[config.mk]
export PLATFORM = sky130hd
export DESIGN_NAME = spi_slave
export DESIGN_NICKNAME = d
export VERILOG_FILES = /design/src/rtl/spi_pkg.sv /design/src/rtl/spi_sync_edge.sv /design/src/rtl/spi_slave.sv
export SDC_FILE = /design/constraint.sdc
export NUM_CORES = 1
export LEC_CHECK = 0
export CAP_MARGIN = 20
export CORE_ASPECT_RATIO = 0.7
export CORE_MARGIN = 8
export CORE_UTILIZATION = 47
export CTS_BUF_LIST = sky130_fd_sc_hd__clkbuf_8 sky130_fd_sc_hd__clkbuf_16
export DETAILED_ROUTE_END_ITERATION = 10
export PLACE_DENSITY = 0.77
export SYNTH_ARGS = -nofsm -noshare
export SYNTH_HDL_FRONTEND = slang
export SYNTH_SLANG_ARGS = --single-unit
export TNS_END_PERCENT = 20
[constraint.sdc]
create_clock -name clk_cpu -period 2.2 [get_ports clk_cpu]
set_clock_uncertainty 0.1 [all_clocks]
set_input_delay 0.55 -clock clk_cpu [delete_from_list [all_inputs] [get_ports clk_cpu]]
set_output_delay 0.55 -clock clk_cpu [all_outputs]
set_load 0.05 [all_outputs]
[src/rtl/spi_pkg.sv]
// Shared SPI definitions: register map, CTRL/STATUS bit positions, FSM encoding and
// frame bit helpers used by both SPI slave and master.
package spi_pkg;

  localparam int unsigned DATA_W = 16;
  localparam int unsigned CTRL_W = 6;
  localparam int unsigned STAT_W = 5;
  localparam int unsigned CNT_W  = 4;

  localparam logic [1:0] REG_TXDATA = 2'd0;
  localparam logic [1:0] REG_RXDATA = 2'd1;
  localparam logic [1:0] REG_STATUS = 2'd2;
  localparam logic [1:0] REG_CTRL   = 2'd3;

  localparam int unsigned CTRL_EN       = 0;
  localparam int unsigned CTRL_CPOL     = 1;
  localparam int unsigned CTRL_CPHA     = 2;
  localparam int unsigned CTRL_LEN16    = 3;
  localparam int unsigned CTRL_LSBFIRST = 4;
  localparam int unsigned CTRL_IE       = 5;

  localparam int unsigned STAT_RXVALID = 0;
  localparam int unsigned STAT_TXFULL  = 1;
  localparam int unsigned STAT_BUSY    = 2;
  localparam int unsigned STAT_OVR     = 3;
  localparam int unsigned STAT_ABORT   = 4;

  typedef enum logic [1:0] {
    S_IDLE  = 2'd0,
    S_LOAD  = 2'd1,
    S_SHIFT = 2'd2,
    S_DONE  = 2'd3
  } spi_state_e;

  // Bit that goes on the wire next, given frame length and bit order.
  function automatic logic frame_bit(input logic [DATA_W-1:0] v, input logic len16,
                                     input logic lsb);
    if (lsb) return v[0];
    return len16 ? v[15] : v[7];
  endfunction

  function automatic logic [DATA_W-1:0] frame_shift(input logic [DATA_W-1:0] v,
                                                    input logic lsb);
    return lsb ? (v >> 1) : (v << 1);
  endfunction

endpackage

[src/rtl/spi_sync_edge.sv]
// Multi-flop synchronizer with rise/fall pulses on the synchronized level.
module spi_sync_edge #(
  parameter int unsigned STAGES  = 2,
  parameter logic        RST_VAL = 1'b0
) (
  input  logic clk,
  input  logic rst,
  input  logic d,
  output logic level,
  output logic rise_c,
  output logic fall_c
);

  logic [STAGES-1:0] sync_q;
  logic              prev_q;

  always_ff @(posedge clk) begin
    if (!rst) begin
      sync_q <= {STAGES{RST_VAL}};
      prev_q <= RST_VAL;
    end else begin
      sync_q <= STAGES'({sync_q, d});
      prev_q <= sync_q[STAGES-1];
    end
  end

  assign level  = sync_q[STAGES-1];
  assign rise_c = sync_q[STAGES-1] & ~prev_q;
  assign fall_c = ~sync_q[STAGES-1] & prev_q;

endmodule

[src/rtl/spi_slave.sv]
// Memory-mapped SPI slave: 4-register CPU block, oversampled SCK/SS, modes 0-3,
// 8/16-bit frames, either bit order, overrun/abort flags and level interrupt.
module spi_slave
  import spi_pkg::*;
#(
  parameter logic [31:0] ADDR_BASE   = 32'h30,
  parameter int unsigned SYNC_STAGES = 2
) (
  input  logic        clk_cpu,
  input  logic        rst,
  input  logic [31:0] cpu_addr,
  input  logic [31:0] cpu_wdata,
  input  logic [3:0]  cpu_wstrb,
  input  logic        cpu_valid,
  input  logic        cpu_instr,
  output logic        mem_ready,
  output logic [31:0] mem_rdata,
  input  logic        SCK,
  input  logic        MOSI,
  input  logic        SS,
  output logic        MISO,
  output logic        MISO_OE,
  output logic        interrpt
);

  logic [CTRL_W-1:0]      ctrl;
  logic [DATA_W-1:0]      tx_hold, rx_data, tx_sh, rx_sh;
  logic                   rx_valid, tx_full, busy, ovr, abort;
  logic [CNT_W-1:0]       bit_cnt;
  spi_state_e             state;
  logic [SYNC_STAGES-1:0] mosi_q;

  logic sck_lvl, sck_rise_c, sck_fall_c, ss_lvl, ss_rise_c, ss_fall_c;

  spi_sync_edge #(.STAGES(SYNC_STAGES), .RST_VAL(1'b0)) u_sck (
    .clk(clk_cpu), .rst(rst), .d(SCK), .level(sck_lvl), .rise_c(sck_rise_c), .fall_c(sck_fall_c)
  );

  spi_sync_edge #(.STAGES(SYNC_STAGES), .RST_VAL(1'b1)) u_ss (
    .clk(clk_cpu), .rst(rst), .d(SS), .level(ss_lvl), .rise_c(ss_rise_c), .fall_c(ss_fall_c)
  );

  // MOSI gets the same depth as SCK so data lines up with the detected edge.
  always_ff @(posedge clk_cpu) begin
    if (!rst) mosi_q <= '0;
    else      mosi_q <= SYNC_STAGES'({mosi_q, MOSI});
  end

  logic [31:0]       offset_c, rdata_c;
  logic [1:0]        reg_sel_c;
  logic [STAT_W-1:0] status_c;
  logic              hit_c, wr_c, rd_c, tx_wr_c, rd_rx_c;
  logic              lead_c, trail_c, sample_c, shift_c, abort_c, len16, lsb, drive_c;
  logic [DATA_W-1:0] load_val_c, rx_next_c;
  logic              unused_bits;

  assign offset_c  = cpu_addr - ADDR_BASE;
  assign reg_sel_c = offset_c[1:0];
  assign hit_c     = cpu_valid & ~cpu_instr & (offset_c < 32'd4) & ~mem_ready;
  assign wr_c      = hit_c & (|cpu_wstrb);
  assign rd_c      = hit_c & ~(|cpu_wstrb);
  assign tx_wr_c   = wr_c & (reg_sel_c == REG_TXDATA);
  assign rd_rx_c   = rd_c & (reg_sel_c == REG_RXDATA);

  assign len16    = ctrl[CTRL_LEN16];
  assign lsb      = ctrl[CTRL_LSBFIRST];
  assign lead_c   = ctrl[CTRL_CPOL] ? sck_fall_c : sck_rise_c;
  assign trail_c  = ctrl[CTRL_CPOL] ? sck_rise_c : sck_fall_c;
  assign sample_c = ctrl[CTRL_CPHA] ? trail_c : lead_c;
  assign shift_c  = ctrl[CTRL_CPHA] ? lead_c : trail_c;
  assign abort_c  = ss_rise_c | ~ctrl[CTRL_EN];
  assign drive_c  = ctrl[CTRL_EN] & ~ss_lvl;

  assign load_val_c = tx_full ? tx_hold : '0;
  // 8-bit LSB-first frames fill from bit 7 so the result lands in [7:0].
  assign rx_next_c  = lsb ? (len16 ? {mosi_q[SYNC_STAGES-1], rx_sh[15:1]}
                                   : {8'h00, mosi_q[SYNC_STAGES-1], rx_sh[7:1]})
                          : {rx_sh[14:0], mosi_q[SYNC_STAGES-1]};

  assign unused_bits = ^{cpu_wdata[31:16], sck_lvl};

  always_comb begin
    status_c               = '0;
    status_c[STAT_RXVALID] = rx_valid;
    status_c[STAT_TXFULL]  = tx_full;
    status_c[STAT_BUSY]    = busy;
    status_c[STAT_OVR]     = ovr;
    status_c[STAT_ABORT]   = abort;
  end

  always_comb begin
    rdata_c = '0;
    case (reg_sel_c)
      REG_TXDATA: rdata_c = 32'(tx_hold);
      REG_RXDATA: rdata_c = 32'(rx_data);
      REG_STATUS: rdata_c = 32'(status_c);
      REG_CTRL:   rdata_c = 32'(ctrl);
      default:    rdata_c = '0;
    endcase
  end

  // CPU side effects first; frame engine after so its updates take priority.
  always_ff @(posedge clk_cpu) begin
    if (!rst) begin
      ctrl      <= '0;
      tx_hold   <= '0;
      rx_data   <= '0;
      tx_sh     <= '0;
      rx_sh     <= '0;
      rx_valid  <= 1'b0;
      tx_full   <= 1'b0;
      busy      <= 1'b0;
      ovr       <= 1'b0;
      abort     <= 1'b0;
      bit_cnt   <= '0;
      state     <= S_IDLE;
      mem_ready <= 1'b0;
      mem_rdata <= '0;
      MISO      <= 1'b0;
      MISO_OE   <= 1'b0;
      interrpt  <= 1'b0;
    end else begin
      mem_ready <= hit_c;
      mem_rdata <= rd_c ? rdata_c : '0;
      MISO_OE   <= drive_c;
      interrpt  <= ctrl[CTRL_IE] & (rx_valid | abort);

      if (wr_c) begin
        case (reg_sel_c)
          REG_TXDATA: begin
            tx_hold <= cpu_wdata[DATA_W-1:0];
            tx_full <= 1'b1;
          end
          REG_STATUS: begin
            if (cpu_wdata[STAT_OVR])   ovr   <= 1'b0;
            if (cpu_wdata[STAT_ABORT]) abort <= 1'b0;
          end
          REG_CTRL: ctrl <= cpu_wdata[CTRL_W-1:0];
          default: ;
        endcase
      end
      if (rd_rx_c) begin
        rx_valid <= 1'b0;
        ovr      <= 1'b0;
      end

      case (state)
        S_IDLE: begin
          if (ctrl[CTRL_EN] && ss_fall_c) state <= S_LOAD;
        end
        S_LOAD: begin
          if (abort_c) begin
            abort <= 1'b1;
            state <= S_IDLE;
          end else begin
            // CPHA=0 puts the first bit out now; CPHA=1 waits for the leading edge.
            if (ctrl[CTRL_CPHA]) begin
              tx_sh <= load_val_c;
              MISO  <= 1'b0;
            end else begin
              tx_sh <= frame_shift(load_val_c, lsb);
              MISO  <= frame_bit(load_val_c, len16, lsb);
            end
            if (!tx_wr_c) tx_full <= 1'b0;
            rx_sh   <= '0;
            bit_cnt <= '0;
            busy    <= 1'b1;
            state   <= S_SHIFT;
          end
        end
        S_SHIFT: begin
          if (abort_c) begin
            abort <= 1'b1;
            busy  <= 1'b0;
            state <= S_IDLE;
          end else if (sample_c) begin
            rx_sh   <= rx_next_c;
            bit_cnt <= bit_cnt + CNT_W'(1);
            if (bit_cnt == (len16 ? CNT_W'(15) : CNT_W'(7))) state <= S_DONE;
          end else if (shift_c) begin
            MISO  <= frame_bit(tx_sh, len16, lsb);
            tx_sh <= frame_shift(tx_sh, lsb);
          end
        end
        S_DONE: begin
          rx_data  <= len16 ? rx_sh : {8'h00, rx_sh[7:0]};
          rx_valid <= 1'b1;
          if (rd_rx_c)       ovr <= ovr;
          else if (rx_valid) ovr <= 1'b1;
          busy  <= 1'b0;
          state <= S_IDLE;
        end
        default: state <= S_IDLE;
      endcase

      if (!drive_c) MISO <= 1'b0;
    end
  end

endmodule

* Yosys cells after proc, flatten, opt, wreduce, memory -nomap -nowiden *
Index checks and enable logic that the tools add are counted.

storage, ports and cells
  register bits after elaboration = 125
  input bits = 75
  output and inout bits = 36
  word-level logic and storage cells = 157

operators by class
  bitwise gates (word level) = 23
  equality and inequality tests = 17
  add/subtract/negate cells = 2
  mux-type cells = 76
  magnitude comparators = 1
  reduce and logical (&&, ||, !) cells = 16

operators by type and width
  cell                   number
  $mux 16                14
  $pmux 32 s4            1
  $pmux 16 s2            2
  $mux 1                 46
  $lt 32x3->1 const B    1
  $sub 32x6->32 const B  1
  $mux 4                 4
  $ne 2x2->1 const B     8
  $and 1x1->1            13
  $mux 2                 5
  $eq 2x2->1 const B     4
  $not 1->1              8
  $pmux 2 s4             1
  $pmux 4 s2             1
  $reduce_and 2->1       4
  $ne 3x3->1 const B     2
  $reduce_and 3->1       2
  $reduce_and 5->1       1
  $add 4x1->4 const B    1
  $eq 2x1->1 const B     2
  $eq 4x4->1             1
  $logic_not 2->1        2
  $reduce_and 4->1       1
  $reduce_bool 2->1      2
  7 further kinds        8

* Logic depth before layout (Yosys ltp) *
Gate-level depths: netlist of the first run.

  word-level depth = 14
  gate-level depth with buffers = 9
  depth with buffers taken out = 7

* Modules after synthesis *
A second synthesis of the first run with hierarchy kept.

second synthesis, totals
  cells, all modules = 660
  area total of the unflattened synthesis = 5,645.4 µm²

by module, submodules not included
  module         area an instance (µm²)  instances  cells each  seq. area each (µm²)
  spi_slave      5,462.7                 1          644         2,062.0
  spi_sync_edge  91.3                    2          8           60.1

* Worst setup path after synthesis of the first run *
OpenSTA, ideal clock, no wires.

  path kind = input to register
  from = input port cpu_addr[25]
  to = register tx_hold[10]
  setup slack = -0.111 ns
  data required time = 1.968 ns
  library setup time = 0.132 ns
  data arrival time = 2.078 ns
  stages = 6
  buffers on the path = 1
  path through = or4_4 > a2111oi_4 > nand4b_1 > clkbuf_1 > o21ai_0 > a21oi_1

between the ends
  cells in the longest elaborated chain, start to end = 6

RTL lines
  what                        line              text
  from (decl)                 spi_slave.sv:11   input logic [31:0] cpu_addr,
  $sub 32x6->32               spi_slave.sv:57   assign offset_c = cpu_addr - ADDR_BASE;
  $lt 32x3->1                 spi_slave.sv:59   assign hit_c = cpu_valid & ~cpu_instr & (offset_c < 32'd4) & ~mem_ready;
  $and 1x1->1 (2 in a row)    spi_slave.sv:59
  $and 1x1->1                 spi_slave.sv:60   assign wr_c = hit_c & (|cpu_wstrb);
  $reduce_and 2->1 (no line)  n/a
  to (signal assigned)        spi_slave.sv:131  tx_hold <= cpu_wdata[DATA_W-1:0];
  to (decl)                   spi_slave.sv:27   logic [DATA_W-1:0] tx_hold, rx_data, tx_sh, rx_sh;

No other way between the ends.
A chain may end at the register's enable or synchronous reset.

* Worst setup path in the final report of the first run *
  from = input port cpu_addr[22]
  to = register mem_rdata[4]

between the ends
  cells in the longest elaborated chain, start to end = 6

RTL lines
  what                        line              text
  $sub 32x6->32               spi_slave.sv:57
  $lt 32x3->1                 spi_slave.sv:59
  $and 1x1->1 (2 in a row)    spi_slave.sv:59
  $and 1x1->1                 spi_slave.sv:61   assign rd_c = hit_c & ~(|cpu_wstrb);
  $reduce_and 2->1 (no line)  n/a
  to (signal assigned)        spi_slave.sv:124  mem_rdata <= rd_c ? rdata_c : '0;
  to (decl)                   spi_slave.sv:17   output logic [31:0] mem_rdata,

No other way between the ends.

==> impl_metrics.ini, run 1 <==
[outcome]
status = complete, no violations

[placed_design]
dp_hpwl_um = 10500
place_area_um2 = 6450
io_buffers = 78
place.gp.congestion = 0.870

[synth]
yosys.area.top_type = dfxtp_1
syn_area_um2 = 5450
yosys_warnings = 0
synth_simple_gate_area_share_pct = 17.6
synth-seq-cells = 109
synth_top_area_share_pct = 40.0
synth-xor-area-share_pct = 0.482
ys_top_cells_by_area = dfxtp_1, mux2i_1, a21oi_1, o21ai_0, nand3_1
synth_top_family_by_area = compound AO/OA/AOI/OAI gates
synth-seq-area-share_pct = 40.0
synth_cell_types = 50
synth.avg_cell_area_um2 = 8.49
synth_mux_area_share_pct = 14.9
synth_edf_count = 0
synth_compound_area_share_pct = 18.1
synth_ff_type = dfxtp_1
yosys-top-cells-count = dfxtp_1, a21oi_1, mux2i_1
synthMostInstantiatedCell = dfxtp_1
synth_cells = 642
async_flop_share_pct = 0
synth_fa_ha_area_share_pct = 1.38

[floorplanning]
fp.dieH_um = 106
row_count = 33
core_um2 = 11500
io_pins = 111
die_width_um = 145
dieArea_um2 = 15400
start_util_pct = 47.3

[clock_tree]
clock_latency_ns = 0.36
cts_tree = done
htreeDepth = 3
ctsHoldBuffers = 0
cts_made_buffers = 9
root_buffer = clkbuf_16
clock_sinks = 109
clk_path_buf_depth = 2
clkSlewWorstSetupHoldPaths_ns = 0.08

[global_route]
grt_util_all_layers_pct = 18.9
grt_max_degree = 53
grt_pass1_vias = 4622
antenna_found_initial = 0
overflow = 0
grt_pass1_wl_um = 23500

[pwr]
power_mw = 4.11
worst_ir_drop_vdd_uv = 405
cellLeakagePower_nw = 2.34
p_per_area_nw_per_um2 = 595

[routing]
drt_pass1_iterations = 5
final_antenna_net_count = 0
drt_iter0_markers = 410
wl_per_cell_um = 17.0
drc_errors = 0
viasPerCell = 5.65
num_vias = 4965
drt_wl_total_um = 15000

[critical_path]
cp_data_arrival_time_ns = 2.38
endpoint = mem_rdata[4]$_SDFF_PN0_
cp_max_fo = 7
worstSetupStartpoint = cpu_addr[22]
rrSetupSlack_ns = 0.06
cp-start-kind = input port
timing.rr.start = ctrl[1]$_SDFFE_PN0P_
rr_endpoint = tx_sh[13]$_SDFFE_PN0P_
r2r_cells = 8
endpoint_kind = flop
crit_type = in -> reg
cp.required_ns = 2.39

[layout]
drive_gt1_share_pct = 11.4
layout.nets = 798
antennaDiodeCount = 0
post-route-util_pct = 60.0
final_area_um2 = 6910
area_growth_syn_to_layout_pct = 26.8

[timing]
setup_viol = 0
period_minus_slack_ns = 2.20
post-route-period-util_pct = 99.9
setup_tns_ns = 0
drv_slew = 0
max_freq_mhz = 455
max_slew_margin_pct = 62.3
hold_viol = 0
fin_hold_ws_ns = 0.313
tightest_slew_ns = 0.560

[run]
maxCapViolCount = 0

[min_path]
min_path_type = reg -> reg
-- flip-flops by register name, summed over array words and instances, names as in the netlist --
| signal | flops |
|---|---|
| tx_full | 1 |
| rx_valid | 1 |
| bit_cnt | 4 |
| ovr | 1 |
| MISO_OE | 1 |
| ctrl | 6 |
| state | 2 |
| tx_hold | 16 |
| mem_rdata | 16 |
| mem_ready | 1 |
| u_ss.prev_q | 1 |
| tx_sh | 16 |
| rx_data | 16 |
| busy | 1 |
| rx_sh | 16 |
| interrpt | 1 |
| mosi_q | 2 |
| u_sck.prev_q | 1 |
| MISO | 1 |
| u_ss.sync_q | 2 |
| abort | 1 |
| u_sck.sync_q | 2 |
-- worst max-delay path: stages --
cell            delay, ns
dlymetal6s2s_1       0.13
or4_4                0.53
a2111oi_4            0.29
and4b_2              0.41
clkbuf_16            0.20
nand3_4              0.10
nor2b_1              0.16
-- final cells by class --
cell class | instances | area [µm²]
tap | 157 | 196
timing repair buffer | 113 | 1190
clock inverter | 7 | 57.6
multi-input combinational | 468 | 3000
clock buffer | 9 | 225
inverter | 16 | 60.1
fill | 972 | 4610
sequential | 109 | 2180
-- cell usage in the layout (no fill, tap or decap), types with 3 or more instances in the layout --
cell,netlist,final
nor2_2,0,5
nor3_1,5,4
mux2i_1,69,69
dlymetal6s2s_1,0,14
o21ai_0,54,35
mux4_2,5,5
nor2_1,57,52
or4_4,1,4
and2_1,7,7
a211oi_1,17,17
clkbuf_16,0,11
buf_12,0,6
clkdlybuf4s50_1,0,61
o21ai_1,2,21
buf_4,20,24
a31oi_1,3,3
nor4_1,3,3
nand2b_1,12,12
inv_1,14,14
conb_1,1,16
a21oi_1,78,77
dfxtp_1,109,108
nand3_1,51,50
ha_1,6,6
nor2b_1,8,8
nand2_1,36,36
buf_6,2,3
-- how the worst min path moves through the flow --
stage,start,slack [ns],to,cells past startpoint
2_1_floorplan,u_ss.sync_q[0]$_SDFF_PN1_,0.29,u_ss.sync_q[1]$_SDFF_PN1_,1
3_3_place_gp,u_ss.sync_q[0]$_SDFF_PN1_,0.29,u_ss.sync_q[1]$_SDFF_PN1_,1
3_5_place_dp,u_ss.sync_q[0]$_SDFF_PN1_,0.30,u_ss.sync_q[1]$_SDFF_PN1_,1
4_1_cts,u_ss.sync_q[0]$_SDFF_PN1_,0.32,u_ss.sync_q[1]$_SDFF_PN1_,1
5_1_grt,u_ss.sync_q[0]$_SDFF_PN1_,0.36,u_ss.sync_q[1]$_SDFF_PN1_,1
6_report,u_ss.sync_q[0]$_SDFF_PN1_,0.31,u_ss.sync_q[1]$_SDFF_PN1_,1
-- power by group --
group          internal [mW]  total [mW]  switching, mW  leakage, nW
logic                  0.231       0.541          0.309         1.32
registers               1.99        2.01         0.0169        0.880
clock network          0.786        1.56          0.777        0.140
-- routing by layer --
layer / track usage [%] / wire (µm) / vias up
met2: 32.0 / 7550 / 177
met3: 3.89 / 926 / 25
met4: 4.22 / 218 / 0
li1: - / - / 2401
met1: 24.3 / 6260 / 2362
met5: 0 / 0 / -
-- repair_timing --
item,4_1_cts,5_1_grt
endpoints found under the setup margin,56,53
hold endpoints to repair,0,0
pin swaps,1,17
buffers inserted,0,1
cloned,0,5
resized for setup,11,28
-- cells by family (layout without fill, tap and decap cells) --
| group | count (synthesis) | in the layout |
|---|---|---|
| adder cells (fa/ha/maj) | 6 | 6 |
| AO/OA/AOI/OAI | 170 | 170 |
| XOR/XNOR | 3 | 3 |
| AND/OR/NAND/NOR | 197 | 198 |
| flip-flops | 109 | 109 |
| other | 1 | 16 |
| multiplexers | 75 | 75 |
| buffers and inverters | 81 | 145 |
-- per-stage QoR --
step	worst slack (ns)	cells
after floorplan	0.00502	657
after detailed placement	-0.546	857
after global routing	-0.0336	879
after global placement	-0.457	857
final	0.00203	879
after CTS	-0.0262	873
Power figures use the tool's default switching activity.
==> run 2, diff against run 1 <==
Settings changed: CTS_BUF_LIST sky130_fd_sc_hd__clkbuf_8 sky130_fd_sc_hd__clkbuf_16 to not set, SYNTH_HIERARCHICAL set to 1.
==> run 2 against run 1 <==
  * The flow now finishes with violations (setup timing)
  * Critical path depth is 1 higher
  * Global-route usage increased by 0.52 points
  * Register-to-register slack worse by 0.12 ns
  * Cell count increased by 3.3%
  * Hold slack better by 0.00081 ns
  * Routed wire length up 8.0%
  * Largest cell class unchanged
==> impl_metrics.ini, run 2 <==
[synth]
synth_edf_count = 0
synth_cells = 660
synth_compound_area_share_pct = 16.0
synthMostInstantiatedCell = dfxtp_1
synth-seq-cells = 109
synth-xor-area-share_pct = 0.621
async_flop_share_pct = 0
synth_fa_ha_area_share_pct = 1.33
synth_top_area_share_pct = 38.7
synth_cell_types = 58
synth_ff_type = dfxtp_1
ys_top_cells_by_area = dfxtp_1, mux2i_1, a21oi_1, o21ai_0, mux2_2
synth.avg_cell_area_um2 = 8.55
synth_top_family_by_area = simple AND/OR/NAND/NOR gates
yosys_warnings = 6
yosys.area.top_type = dfxtp_1
synth_simple_gate_area_share_pct = 22.7
synth-seq-area-share_pct = 38.7
syn_area_um2 = 5650
synth_mux_area_share_pct = 13.7
yosys-top-cells-count = dfxtp_1, nand2_1, a21oi_1, nor2_1, o21ai_0

[pwr]
power.switching_mw = 1.00
combinationalPowerShare_pct = 9.4
p_sw_share_pct = 25.3
power_mw = 3.97
cellLeakagePower_nw = 2.51
pwr-share-seq_pct = 50.1
p_int_mw = 2.96
clkPwrFrac_pct = 40.5
worst_ir_drop_vdd_uv = 420
p_per_area_nw_per_um2 = 549

[floorplanning]
start_util_pct = 48.1
die_width_um = 147
row_count = 33
fp.dieH_um = 108
dieArea_um2 = 15800
core_um2 = 11700
io_pins = 111

[routing]
drt_iter0_markers = 603
drc_errors = 0
drt_pass1_iterations = 6
viasPerCell = 5.81
drt_wl_total_um = 16100
num_vias = 5279
wl_per_cell_um = 17.8
final_antenna_net_count = 0

[critical_path]
cp_max_fo = 6
cp_data_arrival_time_ns = 2.48
crit_type = in -> reg
endpoint_kind = flop
cp.required_ns = 2.39
cp-start-kind = input port

[placed_design]
dp_cells = 886
dp_hpwl_um = 11300
place_area_um2 = 6780
place.gp.congestion = 0.921
pre_cts_slack_ns = -0.826
io_buffers = 78

[clock_tree]
root_buffer = clkbuf_16
clock_latency_ns = 0.35
htreeDepth = 3
cts_tree = done
clk_path_buf_depth = 2
cts_made_buffers = 9
clkSlewWorstSetupHoldPaths_ns = 0.08
clock_sinks = 109

[global_route]
grtUsageMet2_pct = 32.3
grt_max_degree = 72
grt_util_all_layers_pct = 19.4
globalRoute.busiestLayer = met2
grt_pass1_vias = 4912
grtUsageMet3_pct = 5.25
antenna_found_initial = 0
met1_usage_pct = 24.4
grt_pass1_wl_um = 25200
overflow = 0

[timing]
max_slew_margin_pct = 60.4
max_freq_mhz = 438
drv_slew = 0
period_minus_slack_ns = 2.28
tightest_slew_ns = 0.594
setup_viol = 20
post-route-period-util_pct = 104
hold_viol = 0
fin_ws_ns = -0.0849
rsz0062_at_grt = yes

[layout]
drive_gt1_share_pct = 19.7
layout.nets = 827
final_area_um2 = 7230
final_cell_mix = dfxtp_1, nand2_1, a21oi_1, o21ai_0, nor2_1
antennaDiodeCount = 0
area_growth_syn_to_layout_pct = 28.1
final_cells = 908
final_common_cell = dfxtp_1

[run]
maxCapViolCount = 0

[outcome]
violations = setup timing
status = finished with violations

[min_path]
min_path_type = reg -> reg
==> run 2: cell types whose count changed in the layout (fill, tap and decap cells not counted), sizes merged, moves of 7 or more <==
cell and change:
clkdlybuf4s50 -17, clkbuf +7, a22oi +15, mux2i -28, buf +26, a21oi -27
nand3 -17, nand2 +16, nand4 +25, mux2 +21
==> run 2: worst paths after layout <==
path	from	endpoint	slack, ns	cells past startpoint
hold / removal	u_ss/sync_q[0]$_SDFF_PN1_	u_ss/sync_q[1]$_SDFF_PN1_	0.31	1
setup reg to reg	mem_ready$_SDFF_PN0_	mem_rdata[3]$_SDFF_PN0_	-0.06	7
hold reg to reg	u_ss/sync_q[0]$_SDFF_PN1_	u_ss/sync_q[1]$_SDFF_PN1_	0.31	1
setup / recovery	cpu_addr[2]	mem_rdata[3]$_SDFF_PN0_	-0.08	8
==> run 2: logic make-up (layout without fill, tap and decap cells) <==
| logic type | Yosys count | count (layout) |
|---|---|---|
| xor gates and xnor gates | 4 | 4 |
| AOI/OAI and AO/OA | 153 | 153 |
| and+or+nand+nor | 233 | 233 |
| adders and majority gates | 6 | 6 |
| other | 1 | 16 |
| buffers and inverters | 86 | 162 |
| DFF | 109 | 109 |
| muxes | 68 | 68 |
==> run 2: critical path, cell delays in order <==
cell and delay, ns:
dlygate4sd2_1 0.26, nor4_2 0.17, nand4_1 0.22, buf_4 0.21
nor4_4 0.18, nand4_4 0.13, or4b_4 0.60, nor2b_2 0.14
==> run 2: area by class of cell <==
| class | instances | area (µm²) |
|---|---|---|
| tap | 157 | 196 |
| inverter | 16 | 60.1 |
| clock inverter | 6 | 55.1 |
| clock buffer | 10 | 239 |
| fill | 941 | 4500 |
| sequential | 109 | 2180 |
| multi-input combinational | 480 | 3250 |
| timing repair buffer | 130 | 1250 |
==> run 2: per-stage QoR <==
step	utilization (%)	hold WS, ns	TNS (ns)
after floorplan	-	0.286	-6.64
after global placement	57.8	0.295	-27.24
after detailed placement	57.8	0.302	-29.83
after CTS	60.7	0.320	-3.27
after global routing	61.7	0.353	-2.49
final	61.7	0.314	-0.685
==> run 2: power groups by stage <==
stage                     sequential, mW  combinational, mW  clock [mW]
after floorplan                     2.03              0.198           0
after global placement              2.03              0.352           0
after detailed placement            2.03              0.361           0
after CTS                           1.99              0.360        1.64
after global routing                1.99              0.392        1.70
final                               1.99              0.375        1.61
==> run 2: per-layer routing <==
layer | share of wire, % | up-vias
li1 | - | 2503
met1 | 43 | 2526
met2 | 48 | 217
met3 | 7.5 | 33
met4 | 2.0 | 0
met5 | 0 | -
==> run 2: timing repair <==
item / 4_1_cts / 5_1_grt
hold buffers: 0 / 0
gates cloned: 0 / 2
setup buffers: 2 / 2
pin swaps: 16 / 19
setup endpoints to repair: 43 / 55
gates resized for setup: 57 / 38
==> run 3, diff against run 2 <==
Settings changed: CORE_UTILIZATION 47 to 35, PLACE_DENSITY 0.77 to not set.
==> run 3 against run 2 <==
  * The flow still finishes with violations (setup timing)
  * Maximum frequency fell by 2.4%
  * Highest routed layer unchanged
  * Register-to-register slack got worse by 0.08 ns
  * Cell count rose by 5.8%
  * Sequential share of layout area fell by 0.72 points
  * Sequential power barely moved
  * Largest cell class unchanged
  * Flip-flop and latch count did not move
  * Utilization fell by 16 points
  * Critical path depth did not move
==> impl_metrics.ini, run 3 (synthesis results as in run 2) <==
[outcome]
status = finished with violations
violations = setup timing

[timing]
max_slew_margin_pct = 60.2
fin_ws_ns = -0.141
period_minus_slack_ns = 2.34
tightest_slew_ns = 0.596
setup_tns_ns = -1.50
post-route-period-util_pct = 106
hold_viol = 0
rsz0062_at_grt = yes
max_freq_mhz = 427
setup_viol = 29
drv_slew = 0

[global_route]
grt_max_degree = 75
antenna_found_initial = 0
grt_pass1_vias = 4813
grt_util_all_layers_pct = 15.4
grt_pass1_wl_um = 25700
overflow = 0

[clock_tree]
htreeDepth = 3
clkSlewWorstSetupHoldPaths_ns = 0.07
cts_made_buffers = 9
root_buffer = clkbuf_16
clock_latency_ns = 0.36
clk_path_buf_depth = 2
ctsHoldBuffers = 0
cts_tree = done
clock_sinks = 109

[pwr]
cellLeakagePower_nw = 2.56
p_per_area_nw_per_um2 = 527
power.switching_mw = 0.983
p_int_mw = 2.92
combinationalPowerShare_pct = 9.6
clkPwrFrac_pct = 39.4
worst_ir_drop_vdd_uv = 365
power_mw = 3.90
pwr-share-seq_pct = 50.9
p_sw_share_pct = 25.2

[floorplanning]
core_um2 = 16100
start_util_pct = 35.2
io_pins = 111
fp.dieH_um = 122
dieArea_um2 = 20500
die_width_um = 168
row_count = 39

[layout]
final_common_cell = dfxtp_1
drive_gt1_share_pct = 22.2
post-route-util_pct = 46.1
layout.nets = 833
final_cells = 961
final_cell_mix = dfxtp_1, nand2_1, buf_4, a21oi_1, nor2_1
antennaDiodeCount = 0
area_growth_syn_to_layout_pct = 31.2

[critical_path]
timing.rr.start = mem_ready$_SDFF_PN0_
cpMaxStageDelayCell = or4b_4
crit_chain = dlygate4sd2_1, nor4_2, nand4_1, buf_4, nor4_4, nand4_4, or4b_4, nor2b_2
cp_top_family = simple AND/OR/NAND/NOR gates
crit_type = in -> reg
crit_buf_inv = 2
cp.required_ns = 2.40
cpPeakStageDelay_ns = 0.61
cp-start-kind = input port
endpoint_kind = flop
worstSetupStartpoint = cpu_addr[2]
cp_data_arrival_time_ns = 2.54
cp_max_fo = 6

[routing]
drt_pass1_iterations = 5
final_antenna_net_count = 0
viasPerCell = 5.35
drc_errors = 0
drt_iter0_markers = 365
num_vias = 5137
drt_wl_total_um = 16400
wl_per_cell_um = 17.1

[placed_design]
dp_cells = 937
place.gp.congestion = 0.871
dp_hpwl_um = 11500
io_buffers = 78

[min_path]
min-delay-start = u_ss/sync_q[0]$_SDFF_PN1_
min_path_type = reg -> reg

[run]
maxCapViolCount = 0
==> run 3: cell types whose count changed in the layout (fill, tap and decap cells not counted), moves of 3 or more <==
cell,before,now
buf_12,6,11
a21oi_1,51,48
o21ai_1,2,12
o21ai_2,0,5
buf_2,2,6
a21oi_2,0,3
clkdlybuf4s50_1,44,40
buf_4,46,49
o21ai_0,50,34
==> run 3: cell type report <==
| cell class | instances | area [µm²] |
|---|---|---|
| Clock buffer | 9 | 225 |
| Clock inverter | 6 | 47.5 |
| Fill cell | 1514 | 8650 |
| Inverter | 16 | 60.1 |
| Multi-Input combinational cell | 480 | 3290 |
| Sequential cell | 109 | 2180 |
| Tap cell | 205 | 256 |
| Timing Repair Buffer | 136 | 1340 |
==> run 3: power by group through the flow <==
stage / clock network, mW / logic, mW / registers (mW)
final: 1.54 / 0.375 / 1.99
after global routing: 1.66 / 0.399 / 1.99
after CTS: 1.57 / 0.359 / 1.99
after detailed placement: 0 / 0.363 / 2.03
after global placement: 0 / 0.357 / 2.03
after floorplan: 0 / 0.198 / 2.03
==> run 3: worst paths after layout <==
| kind | to | slack (ns) | cells past startpoint |
|---|---|---|---|
| max | mem_rdata[2]$_SDFF_PN0_ | -0.14 | 8 |
| min | u_ss/sync_q[1]$_SDFF_PN1_ | 0.31 | 1 |
| max reg2reg | mem_rdata[2]$_SDFF_PN0_ | -0.14 | 7 |
| min reg2reg | u_ss/sync_q[1]$_SDFF_PN1_ | 0.31 | 1 |
==> run 3: what timing repair did <==
action / 4_1_cts / 5_1_grt
pin swaps: 16 / 25
gates cloned: 1 / 2
gates resized for setup: 62 / 69
buffers inserted: 3 / 3
endpoints found under the setup margin: 44 / 53
==> run 3: stage by stage <==
| stage | hold WS [ns] | setup WS (ns) | area (µm²) |
|---|---|---|---|
| finish | 0.314 | -0.141 | 7410 |
| CTS | 0.318 | -0.175 | 7210 |
| floorplan | 0.286 | -0.206 | 5740 |
| global route | 0.356 | -0.246 | 7410 |
| detailed placement | 0.297 | -0.815 | 6880 |
| global placement | 0.297 | -0.735 | 6880 |
==> run 3: per-layer routing <==
metal	track usage (%)	up-vias	share of wire (%)
li1	-	2522	-
met4	4.17	0	1.7
met1	20.2	2475	47
met5	0	-	0
met2	25.5	116	48
met3	3.37	24	3.7
